$ cat src/rtl/painter_pkg.sv
// painter_pkg: shared definitions for the frame painter.
//   - Colour codes for the 3-bit VGA adapter (BLACK, GREEN, YELLOW).
//   - Default drawable area of the adapter.
//   - Controller state encoding.
package painter_pkg;

   localparam logic [2:0] BLACK  = 3'b000;
   localparam logic [2:0] GREEN  = 3'b010;
   localparam logic [2:0] YELLOW = 3'b110;

   localparam int unsigned DefScreenW = 160;
   localparam int unsigned DefScreenH = 120;

   typedef enum logic [2:0] {
      StIdle,
      StClear,
      StErasePipes,
      StEraseBird,
      StDrawPipes,
      StDrawBird,
      StFinish
   } state_t;

endpackage

$ cat src/rtl/frame_painter_if.sv
// frame_painter_if: request/position bus from game logic plus the pixel-write
// bus towards the VGA adapter.
//   draw_frame, bird_y, pipe_x, pipe_gap_y : game logic -> painter
//   plot, x, y, colour                     : painter -> VGA adapter
//   busy, done                             : painter status
// modport master = game-logic / adapter side, modport slave = painter.
interface frame_painter_if #(
   parameter int unsigned NUM_PIPES = 2
);
   logic                   draw_frame;
   logic [6:0]             bird_y;
   logic [8*NUM_PIPES-1:0] pipe_x;
   logic [7*NUM_PIPES-1:0] pipe_gap_y;
   logic                   plot;
   logic [7:0]             x;
   logic [6:0]             y;
   logic [2:0]             colour;
   logic                   busy;
   logic                   done;

   modport master (
      output draw_frame, bird_y, pipe_x, pipe_gap_y,
      input  plot, x, y, colour, busy, done
   );

   modport slave (
      input  draw_frame, bird_y, pipe_x, pipe_gap_y,
      output plot, x, y, colour, busy, done
   );
endinterface

$ cat src/rtl/rect_scanner.sv
// rect_scanner: walks a width x height rectangle anchored at (org_x, org_y),
// one position per step, in row-major or column-major order.
//   clk_i, rst_ni          : clock, async active-low reset
//   step_i                 : advance to the next position
//   col_major_i            : 1 = rows inner (column-major), 0 = columns inner
//   org_x_i, org_y_i       : rectangle origin (9-bit, may exceed the screen)
//   width_i, height_i      : rectangle size (>= 1)
//   x_o, y_o               : current position, truncated to screen widths
//   last_o                 : current position is the final one of the rectangle
//   clipped_o              : current position lies outside the screen
// The offsets wrap to zero after the last position, so the next rectangle
// starts immediately with no idle cycle.
module rect_scanner
   import painter_pkg::*;
#(
   parameter int unsigned SCREEN_W = DefScreenW,
   parameter int unsigned SCREEN_H = DefScreenH
) (
   input  logic       clk_i,
   input  logic       rst_ni,
   input  logic       step_i,
   input  logic       col_major_i,
   input  logic [8:0] org_x_i,
   input  logic [8:0] org_y_i,
   input  logic [8:0] width_i,
   input  logic [8:0] height_i,
   output logic [7:0] x_o,
   output logic [6:0] y_o,
   output logic       last_o,
   output logic       clipped_o
);

   logic [8:0] off_x_q, off_x_d;
   logic [8:0] off_y_q, off_y_d;
   logic [8:0] cur_x, cur_y;
   logic       x_end, y_end;

   assign cur_x     = org_x_i + off_x_q;
   assign cur_y     = org_y_i + off_y_q;
   assign x_end     = (off_x_q == width_i - 9'd1);
   assign y_end     = (off_y_q == height_i - 9'd1);
   assign last_o    = x_end && y_end;
   assign clipped_o = (cur_x >= 9'(SCREEN_W)) || (cur_y >= 9'(SCREEN_H));
   assign x_o       = cur_x[7:0];
   assign y_o       = cur_y[6:0];

   always_comb begin
      off_x_d = off_x_q;
      off_y_d = off_y_q;
      if (step_i) begin
         if (last_o) begin
            off_x_d = '0;
            off_y_d = '0;
         end else if (col_major_i) begin
            if (y_end) begin
               off_y_d = '0;
               off_x_d = off_x_q + 9'd1;
            end else begin
               off_y_d = off_y_q + 9'd1;
            end
         end else begin
            if (x_end) begin
               off_x_d = '0;
               off_y_d = off_y_q + 9'd1;
            end else begin
               off_x_d = off_x_q + 9'd1;
            end
         end
      end
   end

   always_ff @(posedge clk_i or negedge rst_ni) begin
      if (!rst_ni) begin
         off_x_q <= '0;
         off_y_q <= '0;
      end else begin
         off_x_q <= off_x_d;
         off_y_q <= off_y_d;
      end
   end

endmodule

$ cat src/rtl/frame_painter.sv
// frame_painter: on a draw_frame request snapshots bird/pipe positions, erases
// the previous frame's objects (or clears the whole screen on the first frame),
// then rasterises NUM_PIPES pipes with gaps and the bird, one pixel per clock.
//   CLOCK_50 : system clock
//   resetn   : async active-low reset
//   bus      : frame_painter_if.slave (request, positions, pixel bus, busy/done)
// Pixels whose 9-bit coordinates fall off-screen still take their cycle but
// are written with plot=0.
module frame_painter
   import painter_pkg::*;
#(
   parameter int unsigned NUM_PIPES = 2,
   parameter int unsigned PIPE_W    = 4,
   parameter int unsigned GAP_H     = 30,
   parameter int unsigned BIRD_SIZE = 3,
   parameter int unsigned BIRD_X    = 4,
   parameter int unsigned SCREEN_W  = DefScreenW,
   parameter int unsigned SCREEN_H  = DefScreenH
) (
   input  logic           CLOCK_50,
   input  logic           resetn,
   frame_painter_if.slave bus
);

   localparam logic [1:0] IdxLast = 2'(NUM_PIPES - 1);

   state_t     state_q;
   logic       plot_q, busy_q, done_q, first_frame_q;
   logic [7:0] x_q;
   logic [6:0] y_q;
   logic [2:0] colour_q;
   logic [1:0] pipe_idx_q;

   // Snapshots sized for the maximum pipe count; unused entries stay zero.
   logic [7:0] cur_px_q  [4];
   logic [6:0] cur_gy_q  [4];
   logic [7:0] prev_px_q [4];
   logic [6:0] cur_by_q, prev_by_q;

   logic [8:0] org_x, org_y, rect_w, rect_h;
   logic       col_major;
   logic [2:0] pix_colour;
   logic       scan_step, scan_last, scan_clipped;
   logic [7:0] scan_x;
   logic [6:0] scan_y;
   logic [8:0] gap_lo, gap_hi;
   logic       in_gap;

   assign scan_step = (state_q != StIdle) && (state_q != StFinish);

   assign gap_lo = {2'b00, cur_gy_q[pipe_idx_q]};
   assign gap_hi = gap_lo + 9'(GAP_H);
   // Clipped rows may alias after truncation, but they are never plotted.
   assign in_gap = ({2'b00, scan_y} >= gap_lo) && ({2'b00, scan_y} < gap_hi);

   // Rectangle and colour for the current phase.
   always_comb begin
      org_x      = '0;
      org_y      = '0;
      rect_w     = 9'(SCREEN_W);
      rect_h     = 9'(SCREEN_H);
      col_major  = 1'b0;
      pix_colour = BLACK;
      case (state_q)
         StErasePipes: begin
            org_x     = {1'b0, prev_px_q[pipe_idx_q]};
            rect_w    = 9'(PIPE_W);
            col_major = 1'b1;
         end
         StEraseBird: begin
            org_x  = 9'(BIRD_X);
            org_y  = {2'b00, prev_by_q};
            rect_w = 9'(BIRD_SIZE);
            rect_h = 9'(BIRD_SIZE);
         end
         StDrawPipes: begin
            org_x      = {1'b0, cur_px_q[pipe_idx_q]};
            rect_w     = 9'(PIPE_W);
            col_major  = 1'b1;
            pix_colour = in_gap ? BLACK : GREEN;
         end
         StDrawBird: begin
            org_x      = 9'(BIRD_X);
            org_y      = {2'b00, cur_by_q};
            rect_w     = 9'(BIRD_SIZE);
            rect_h     = 9'(BIRD_SIZE);
            pix_colour = YELLOW;
         end
         default: ;
      endcase
   end

   rect_scanner #(
      .SCREEN_W (SCREEN_W),
      .SCREEN_H (SCREEN_H)
   ) u_scanner (
      .clk_i       (CLOCK_50),
      .rst_ni      (resetn),
      .step_i      (scan_step),
      .col_major_i (col_major),
      .org_x_i     (org_x),
      .org_y_i     (org_y),
      .width_i     (rect_w),
      .height_i    (rect_h),
      .x_o         (scan_x),
      .y_o         (scan_y),
      .last_o      (scan_last),
      .clipped_o   (scan_clipped)
   );

   always_ff @(posedge CLOCK_50 or negedge resetn) begin
      if (!resetn) begin
         state_q       <= StIdle;
         plot_q        <= 1'b0;
         x_q           <= '0;
         y_q           <= '0;
         colour_q      <= BLACK;
         busy_q        <= 1'b0;
         done_q        <= 1'b0;
         first_frame_q <= 1'b1;
         pipe_idx_q    <= '0;
         cur_by_q      <= '0;
         prev_by_q     <= '0;
         for (int i = 0; i < 4; i++) begin
            cur_px_q[i]  <= '0;
            cur_gy_q[i]  <= '0;
            prev_px_q[i] <= '0;
         end
      end else begin
         plot_q <= 1'b0;
         done_q <= 1'b0;
         case (state_q)
            StIdle: begin
               busy_q <= 1'b0;
               // A request in the done cycle is deliberately dropped.
               if (bus.draw_frame && !done_q) begin
                  cur_by_q <= bus.bird_y;
                  for (int i = 0; i < int'(NUM_PIPES); i++) begin
                     cur_px_q[i] <= bus.pipe_x[8*i +: 8];
                     cur_gy_q[i] <= bus.pipe_gap_y[7*i +: 7];
                  end
                  pipe_idx_q <= '0;
                  state_q    <= first_frame_q ? StClear : StErasePipes;
               end
            end
            StFinish: begin
               done_q    <= 1'b1;
               busy_q    <= 1'b0;
               prev_by_q <= cur_by_q;
               for (int i = 0; i < 4; i++) begin
                  prev_px_q[i] <= cur_px_q[i];
               end
               state_q <= StIdle;
            end
            default: begin
               plot_q   <= !scan_clipped;
               x_q      <= scan_x;
               y_q      <= scan_y;
               colour_q <= pix_colour;
               busy_q   <= 1'b1;
               if (scan_last) begin
                  case (state_q)
                     StClear: begin
                        first_frame_q <= 1'b0;
                        state_q       <= StDrawPipes;
                     end
                     StErasePipes, StDrawPipes: begin
                        if (pipe_idx_q == IdxLast) begin
                           pipe_idx_q <= '0;
                           state_q    <= (state_q == StErasePipes) ? StEraseBird : StDrawBird;
                        end else begin
                           pipe_idx_q <= pipe_idx_q + 2'd1;
                        end
                     end
                     StEraseBird: state_q <= StDrawPipes;
                     StDrawBird:  state_q <= StFinish;
                     default: ;
                  endcase
               end
            end
         endcase
      end
   end

   assign bus.plot   = plot_q;
   assign bus.x      = x_q;
   assign bus.y      = y_q;
   assign bus.colour = colour_q;
   assign bus.busy   = busy_q;
   assign bus.done   = done_q;

endmodule

$ cat src/flat_wrapper.sv
// flat-port wrapper written by rule: the top's interface ports become plain ports
module frame_painter_flat import painter_pkg::*;
#(
   parameter int unsigned NUM_PIPES = 2,
   parameter int unsigned PIPE_W    = 4,
   parameter int unsigned GAP_H     = 30,
   parameter int unsigned BIRD_SIZE = 3,
   parameter int unsigned BIRD_X    = 4,
   parameter int unsigned SCREEN_W  = DefScreenW,
   parameter int unsigned SCREEN_H  = DefScreenH
)
  (CLOCK_50, resetn, bus_draw_frame, bus_bird_y, bus_pipe_x, bus_pipe_gap_y, bus_plot, bus_x, bus_y, bus_colour, bus_busy, bus_done);
  frame_painter_if #(.NUM_PIPES(NUM_PIPES)) bus_i ();
  input  logic CLOCK_50;
  input  logic resetn;
  input wire logic [$bits(bus_i.draw_frame)-1:0] bus_draw_frame;
  input wire logic [$bits(bus_i.bird_y)-1:0] bus_bird_y;
  input wire logic [$bits(bus_i.pipe_x)-1:0] bus_pipe_x;
  input wire logic [$bits(bus_i.pipe_gap_y)-1:0] bus_pipe_gap_y;
  output wire logic [$bits(bus_i.plot)-1:0] bus_plot;
  output wire logic [$bits(bus_i.x)-1:0] bus_x;
  output wire logic [$bits(bus_i.y)-1:0] bus_y;
  output wire logic [$bits(bus_i.colour)-1:0] bus_colour;
  output wire logic [$bits(bus_i.busy)-1:0] bus_busy;
  output wire logic [$bits(bus_i.done)-1:0] bus_done;
  assign bus_i.draw_frame = bus_draw_frame;
  assign bus_i.bird_y = bus_bird_y;
  assign bus_i.pipe_x = bus_pipe_x;
  assign bus_i.pipe_gap_y = bus_pipe_gap_y;
  assign bus_plot = bus_i.plot;
  assign bus_x = bus_i.x;
  assign bus_y = bus_i.y;
  assign bus_colour = bus_i.colour;
  assign bus_busy = bus_i.busy;
  assign bus_done = bus_i.done;
  frame_painter #(.NUM_PIPES(NUM_PIPES), .PIPE_W(PIPE_W), .GAP_H(GAP_H), .BIRD_SIZE(BIRD_SIZE), .BIRD_X(BIRD_X), .SCREEN_W(SCREEN_W), .SCREEN_H(SCREEN_H)) u_core (.CLOCK_50(CLOCK_50), .resetn(resetn), .bus(bus_i));
endmodule
$ cat config.mk
export PLATFORM = sky130hd
export DESIGN_NAME = frame_painter_flat
export DESIGN_NICKNAME = d
export VERILOG_FILES = /design/src/rtl/painter_pkg.sv /design/src/rtl/frame_painter_if.sv /design/src/rtl/rect_scanner.sv /design/src/rtl/frame_painter.sv /design/src/flat_wrapper.sv
export SDC_FILE = /design/constraint.sdc
export NUM_CORES = 1
export LEC_CHECK = 0
export BUFFER_PORTS_ARGS = -buffer_cell sky130_fd_sc_hd__buf_4
export CAP_MARGIN = 10
export CORE_AREA = 3 3 142 144
export DETAILED_ROUTE_END_ITERATION = 10
export DIE_AREA = 0 0 145 147
export PLACE_DENSITY_LB_ADDON = 0.12
export SLEW_MARGIN = 25
export SYNTH_ARGS = -nofsm -noshare
export SYNTH_HDL_FRONTEND = slang
export SYNTH_SLANG_ARGS = --single-unit
export TNS_END_PERCENT = 1
$ cat constraint.sdc
create_clock -name CLOCK_50 -period 5.55 [get_ports CLOCK_50]
set_clock_uncertainty 0.05 [all_clocks]
set_input_delay 1.665 -clock CLOCK_50 [delete_from_list [all_inputs] [get_ports CLOCK_50]]
set_output_delay 1.665 -clock CLOCK_50 [all_outputs]
set_load 0.01 [all_outputs]
==> impl_metrics.tcl, run 1 <==
set metrics [dict create \
    grt_pass1_wl_microns 24320 \
    io_pins 61 \
    cp-end-kind "register" \
    grt_pass1_vias 4630 \
    grt_max_degree 71 \
    areaGrowthSynthToFinish_pct 17.18 \
    ys_top_cells_by_area "dfrtp_1, nand2_1, mux2_2" \
    die_area_sq_mm 0.02132 \
    cts_max_level 3 \
    ys.flop_type "dfrtp_1" \
    hold_viol 0 \
    synth_top_area_cell "dfrtp_1" \
    place_inst 922 \
    finalSetupViolations 0 \
    first_iter_violations 341 \
    hold_buffers 0 \
    period_minus_slack_ns 4.457 \
    powerDensity_mw_per_mm2 209.0 \
    grt_setup_unrepaired "false" \
    drv_slew 0 \
    synth_nets 694 \
    drc 0 \
    clk_latency_ns 0.36 \
    synth_cell_types 60 \
    clock.fmax_mhz 224.4 \
    fin_cells 938 \
    cts_buffer_depth 2 \
    intPower_uw 1103 \
    vias 4583 \
    crit_slowest_cell "nor2_1" \
    grt.total_usage_pct 13.94 \
    ys_seq_area_share_pct 44.26 \
    hpwl_microns 10600 \
    clock-sinks 104 \
    drive_above_1_share_pct 19.32 \
    cpMostUsedCell "inv_1" \
    cts-root-buf "clkbuf_16" \
    detail_route.wl_per_cell_microns 15.53 \
    syn-cell-area_sq_mm 0.005883 \
    grt-ovfl-total 0 \
    irDropWorstVdd_mv 0.1497 \
    crit_required_ns 5.75 \
    swShare_pct 23.45 \
    row_count 50 \
    cp_top_family "simple AND/OR/NAND/NOR gates" \
    postCtsSetupBuffers 0 \
    place.gp.congestion 0.8368 \
    dp_slack_ns 1.088 \
    crit_fanout 13 \
    async_flop_share_pct 100.0 \
    antenna_found_initial 0 \
    numCtsBuffers 9 \
    arrival_ns 4.66 \
    synth_area_per_cell_sq_um 9.458 \
    netlist_top_cells_count "nand2_1, dfrtp_1, nor2_1" \
    worst_pin_slew_ns 0.8455 \
    portBuffers 59 \
    die_y_microns 147 \
    comb_power_share_pct 2.6 \
    synthCells 622 \
    status "finished, final reports clean" \
    relSlewSlack_pct 43.57 \
    ctsResizeCount 0 \
    start_kind "register" \
    critPathBufInv 4 \
    synth_edf_count 0 \
    start_util_pct 31.24 \
    nNetsFinal 745 \
    cts_tree "yes" \
    synth_warnings 30 \
    pwr-share-clk_pct 44.8 \
    path_cells "inv_1 > nor2_1 > nor2_1 > nor2_1 > inv_1 > ha_1 > inv_1 > ha_1 > inv_1 > a222oi_1 > o21ai_0 > nor4_4 > o21ai_2 > or2_1 > o31ai_1" \
    routed_wl_microns 14570 \
    antenna_cells 0 \
    p_leak_uw 0.003300 \
    max_cap_violations 0 \
    synth_most_common_cell "nand2_1" \
    synth_seq_cells 104 \
    period_share_pct 80.30 \
    yosysTopAreaCellShare_pct 43.81 \
    via_per_inst 4.886 \
    die_x_microns 145 \
    setup_tns_ns 0 \
    setup_slack_ns 1.093 \
    clkSlewWorstSetupHoldPaths_ns 0.08 \
    ant_nets 0 \
    max_stage_delay_ns 0.64 \
    power_switching_uw 337.9 \
    dr.pass1.iters 5 \
    critPathKind "reg -> reg" \
    pwr-share-seq_pct 52.5 \
    min_path_type "reg -> reg" \
    core-area_sq_mm 0.01883 \
]
-- metal layers --
| layer | GRT usage [%] | vias up | routed length [microns] | part of all wire (%) |
|---|---|---|---|---|
| met4 | 3.563 | 0 | 177 | 1.2 |
| met2 | 21.76 | 108 | 6420 | 44 |
| met1 | 19.95 | 2190 | 7363 | 51 |
| met5 | 0 | - | 0 | 0 |
| li1 | - | 2272 | - | - |
| met3 | 2.745 | 13 | 610 | 4.2 |
-- path summary, 6_finish.rpt --
kind | start | to | slack [ns] | cells past startpoint
max | u_core.state_q[2] | u_core.u_scanner.off_y_q[5] | 1.09 | 15
min | u_core.prev_px_q[22] | u_core.prev_px_q[22] | 0.43 | 2
max reg2reg | u_core.state_q[2] | u_core.u_scanner.off_y_q[5] | 1.09 | 15
min reg2reg | u_core.prev_px_q[22] | u_core.prev_px_q[22] | 0.43 | 2
max in group asynchronous | resetn | u_core.first_frame_q | 3.19 | 2
min in group asynchronous | resetn | u_core.bus.y[1] | 1.29 | 1
-- sequential cells by signal, summed over array words and instances (netlist names), 2 cells and up --
register and cells:
u_core.bus.colour 2, u_core.bus.x 8, u_core.cur_gy_q 14, u_core.prev_by_q 7, u_core.cur_px_q 16, u_core.u_scanner.off_x_q 9, u_core.u_scanner.off_y_q 9, u_core.pipe_idx_q 2
u_core.prev_px_q 16, u_core.bus.y 7, u_core.state_q 3, u_core.cur_by_q 7
-- per-stage QoR --
stage                     utilization [%]  hold slack (ns)  cell area, sq um  power, uW
after global routing                36.61           0.4355              6894       1493
after global placement              35.02           0.4071              6595      811.2
after detailed placement            35.02           0.4124              6595      811.5
after CTS                           36.59           0.4304              6890       1467
after floorplan                         -           0.3951              5883      774.0
final                               36.61           0.4274              6894       1441
-- worst register-to-register path: cells and delay by family, from the launching register on --
kind / cells / cell delay, ns
and+or+nand+nor: 5 / 1.96
DFF: 1 / 0.58
AOI/OAI and AO/OA: 4 / 1.01
adders and majority gates: 2 / 0.37
buffers and inverters: 4 / 0.40
-- logic make-up (layout without fill, tap and decap cells) --
| logic type | after synthesis | after routing | synth area share (%) |
|---|---|---|---|
| mux | 64 | 64 | 11.68 |
| other cells | 1 | 1 | 0.06374 |
| fa+ha+maj | 33 | 33 | 7.231 |
| flops | 104 | 104 | 44.26 |
| xor+xnor | 18 | 18 | 2.680 |
| simple gates | 241 | 241 | 18.44 |
| buf+inv | 43 | 99 | 2.871 |
| compound gates | 118 | 118 | 12.78 |
-- power by group through the flow --
stage,Sequential (uW),Clock (uW),Combinational [uW]
after floorplan,772,0,1.70
after global placement,772,0,39.1
after detailed placement,772,0,39.4
after CTS,757,670,39.3
after global routing,757,693,43.6
final,757,646,37.9
-- area by class of cell --
class                           instances  area (sq um)
Multi-Input combinational cell        475          3110
Clock inverter                          6         56.30
Inverter                               18         67.56
Timing Repair Buffer                   65         491.7
Fill cell                            1909         11940
Sequential cell                       104          2604
Clock buffer                           10         239.0
Tap cell                              260         325.3
-- layout by cell type, fill, tap and decap left out, types with 15 or more instances in the layout --
master	Yosys	routed
nand2_1	120	120
dfrtp_1	103	103
buf_4	1	64
nor2_1	49	49
o21ai_0	42	42
mux2_2	37	37
ha_1	30	30
mux2i_1	27	27
inv_1	18	18
a21oi_1	15	15
Note: power is estimated with default switching activity, not from simulation.
==> run 2: changes to the inputs <==
--- a/config.mk
+++ b/config.mk
@@ -5,11 +5,12 @@
 export SDC_FILE = /design/constraint.sdc
 export NUM_CORES = 1
 export LEC_CHECK = 0
+export ABC_AREA = 1
 export BUFFER_PORTS_ARGS = -buffer_cell sky130_fd_sc_hd__buf_4
 export CAP_MARGIN = 10
-export CORE_AREA = 3 3 142 144
+export CORE_AREA = 3 3 146 148
 export DETAILED_ROUTE_END_ITERATION = 10
-export DIE_AREA = 0 0 145 147
+export DIE_AREA = 0 0 149 151
 export PLACE_DENSITY_LB_ADDON = 0.12
 export SLEW_MARGIN = 25
 export SYNTH_ARGS = -nofsm -noshare
==> constraint.sdc (replaced) <==
create_clock -name CLOCK_50 -period 3.8 [get_ports CLOCK_50]
set_clock_uncertainty 0.05 [all_clocks]
set_input_delay 1.14 -clock CLOCK_50 [delete_from_list [all_inputs] [get_ports CLOCK_50]]
set_output_delay 1.14 -clock CLOCK_50 [all_outputs]
set_load 0.01 [all_outputs]
==> run 2 against run 1 <==
  * Via count grew 15%
  * Worst setup slack lost 0.56 ns
  * Synthesized cell count increased by 25%
  * Final area rose by 5.4%
==> impl_metrics.tcl, run 2 <==
set metrics [dict create \
    numCtsBuffers 9 \
    start_util_pct 30.65 \
    cpMostUsedCell "nand2_1" \
    period_minus_slack_ns 3.270 \
    pwr-share-clk_pct 15.2 \
    synth_xor_area_share_pct 2.955 \
    synthAdderAreaFrac_pct 6.721 \
    max_stage_delay_ns 0.50 \
    path_cells "inv_2 > nand3_2 > inv_1 > nand2_1 > o21ai_0 > ha_1 > fa_1 > xor2_1 > ha_1 > nand2_1 > nand2_1 > nor2_1 > nand3_1 > nand2_1 > inv_1 > nand2_1 > nand2_1 > nand2_1 > nand3_1 > nand2_1 > nand2_1 > nand2_1 > nand3_1" \
    ys_seq_area_share_pct 42.13 \
    crit_path_start "u_core.state_q[2]" \
    grt-ovfl-total 0 \
    ys_top_cells_by_area "dfrtp_1, nand2_1, ha_1" \
    grt.total_usage_pct 15.23 \
    swShare_pct 47.14 \
    period_share_pct 86.06 \
    synth_cell_types 48 \
    relSlewSlack_pct 57.11 \
    via_per_inst 4.722 \
    synth_most_common_cell "nand2_1" \
    whs_ns 0.4247 \
    portBuffers 59 \
    max_cap_violations 0 \
    clkSlewWorstSetupHoldPaths_ns 0.08 \
    yosys.area_share.simple_pct 24.39 \
    mostFrequentLayoutCells "nand2_1, dfrtp_1, inv_1" \
    cp-end-kind "register" \
    regToRegStartpoint "u_core.state_q[2]" \
    crit_required_ns 3.99 \
    die_area_sq_mm 0.02250 \
    grt_max_degree 39 \
    synth_compound_area_share_pct 13.16 \
    ant_nets 0 \
    finalSetupViolations 0 \
    yosysTopAreaCellShare_pct 41.70 \
    cts_max_level 3 \
    place.gp.congestion 0.8124 \
    drc 0 \
    comb_power_share_pct 54.7 \
    synth_seq_cells 104 \
    hold_start "u_core.prev_px_q[22]" \
    netlist_top_cells_count "nand2_1, dfrtp_1, inv_1" \
    ys.flop_type "dfrtp_1" \
    status "finished, final reports clean" \
    min_path_type "reg -> reg" \
    irDropWorstVdd_mv 0.2533 \
    powerDensity_mw_per_mm2 905.5 \
    drv_slew 0 \
    crit_slowest_cell "dfrtp_2" \
    hold_viol 0 \
    vias 5256 \
    synthMuxAreaShare_pct 2.733 \
    cts_buffer_depth 2 \
    holdPathStages 2 \
    detail_route.wl_per_cell_microns 15.00 \
    die_x_microns 149 \
    areaGrowthSynthToFinish_pct 17.61 \
    nNetsFinal 910 \
    first_iter_violations 284 \
    grt_setup_unrepaired "false" \
    synth_top_area_cell "dfrtp_1" \
    clk_latency_ns 0.36 \
    dr.pass1.iters 5 \
    synth_top_family_by_area "simple AND/OR/NAND/NOR gates" \
    grt_pass1_wl_microns 27070 \
    hold_end "u_core.prev_px_q[22]" \
    clock-sinks 104 \
    grt_pass1_vias 5090 \
    postCtsSetupBuffers 0 \
    worst_pin_slew_ns 0.6366 \
    r2r_setup_slack_ns 0.53 \
    antenna_cells 0 \
    async_flop_share_pct 100.0 \
    routed_wl_microns 16690 \
    ff2ff_path_depth 23 \
    intPower_uw 3479 \
    row_count 52 \
    synth_edf_count 0 \
    dpl_cell_area_sq_mm 0.006953 \
    cts-root-buf "clkbuf_16" \
    reg_top3 "u_core.cur_px_q x16, u_core.prev_px_q x16, u_core.cur_gy_q x14" \
    crit_fanout 8 \
    start_kind "register" \
    drive_above_1_share_pct 15.90 \
    synth_nets 852 \
    core-area_sq_mm 0.02017 \
    power_switching_uw 3103 \
    final_area_sq_mm 0.007269 \
    critPathKind "reg -> reg" \
    setup_tns_ns 0 \
    arrival_ns 3.46 \
    io_pins 61 \
    layout_commonest_cell "nand2_1" \
    p_leak_uw 0.003627 \
    die_y_microns 151 \
    cts_tree "yes" \
    clock.fmax_mhz 305.8 \
    pwr-share-seq_pct 30.0 \
    hpwl_microns 12620 \
    r2r-end "u_core.bus.colour[1]" \
    antenna_found_initial 0 \
    synth_warnings 30 \
    synth_area_per_cell_sq_um 7.924 \
    p_total_uw 6582 \
    syn-cell-area_sq_mm 0.006181 \
    synthCells 780 \
]
run 2: changes by cell type after synthesis, moves of 9 or more:
cell	previous run	this run
nand4_1	3	17
nand2_1	120	201
inv_1	18	88
nand2b_1	9	0
o21ai_0	42	60
mux2_2	37	15
nand3_1	12	45
a21oi_1	15	55
mux2i_1	27	0
and2_1	10	0
run 2: worst max path at each step:
| stage | end | slack, ns | cells after the start |
|---|---|---|---|
| CTS | u_core.bus.colour[1] | 0.38 | 23 |
| finish | u_core.bus.colour[1] | 0.53 | 23 |
| detailed placement | u_core.bus.colour[1] | 0.42 | 23 |
| floorplan | u_core.bus.colour[1] | 0.81 | 22 |
| global route | u_core.bus.colour[1] | 0.12 | 23 |
| global placement | u_core.bus.colour[1] | 0.51 | 23 |
run 2: timing repair:
item | in CTS | in global routing
gates resized for setup | 0 | 1
setup endpoints to repair | 0 | 1
hold buffers | 0 | 0
run 2: layout make-up:
class / instances / area (sq um)
fill: 2178 / 12900
multi-input combinational: 555 / 3094
sequential: 104 / 2605
timing repair buffer: 73 / 560.5
inverter: 95 / 356.6
tap: 270 / 337.8
clock buffer: 9 / 225.2
clock inverter: 7 / 90.09
run 2: power by group through the flow:
stage / Combinational [uW] / Clock, uW / Sequential [uW]
after floorplan: 2650 / 0 / 1890
final: 3600 / 1000 / 1970
after CTS: 3660 / 1050 / 1980
after global routing: 4180 / 1080 / 2040
after global placement: 3650 / 0 / 2000
after detailed placement: 3640 / 0 / 2000
run 2: cell families (layout without fill, tap and decap cells):
group	after synthesis	count (layout)
muxes	15	15
xor gates and xnor gates	20	20
adders and majority gates	32	32
other	1	1
buffers and inverters	121	184
and+or+nand+nor	344	344
AOI/OAI and AO/OA	143	143
DFF	104	104
run 2: worst max-delay path: cells and delay by family, from the launching register on:
family	cells	cell delay [ns]
compound gates	1	0.08
xor+xnor	1	0.32
flops	1	0.50
buf+inv	3	0.23
fa+ha+maj	3	0.97
simple gates	15	0.98
run 2: stage by stage:
stage,utilization (%),setup slack [ns],std cells
3_5_place_dp,34.47,0.4178,1097
5_1_grt,36.04,0.1180,1113
3_3_place_gp,34.47,0.5110,1097
6_report,36.04,0.5297,1113
4_1_cts,36.04,0.3849,1113
2_1_floorplan,-,0.8118,780
run 2: metal layers:
layer | vias to the layer above | GRT usage [%] | share of wire (%)
met4 | 0 | 3.432 | 1.1
li1 | 2675 | - | -
met2 | 83 | 24.64 | 46
met1 | 2484 | 21.27 | 50
met3 | 14 | 2.873 | 3.0
met5 | - | 0 | 0
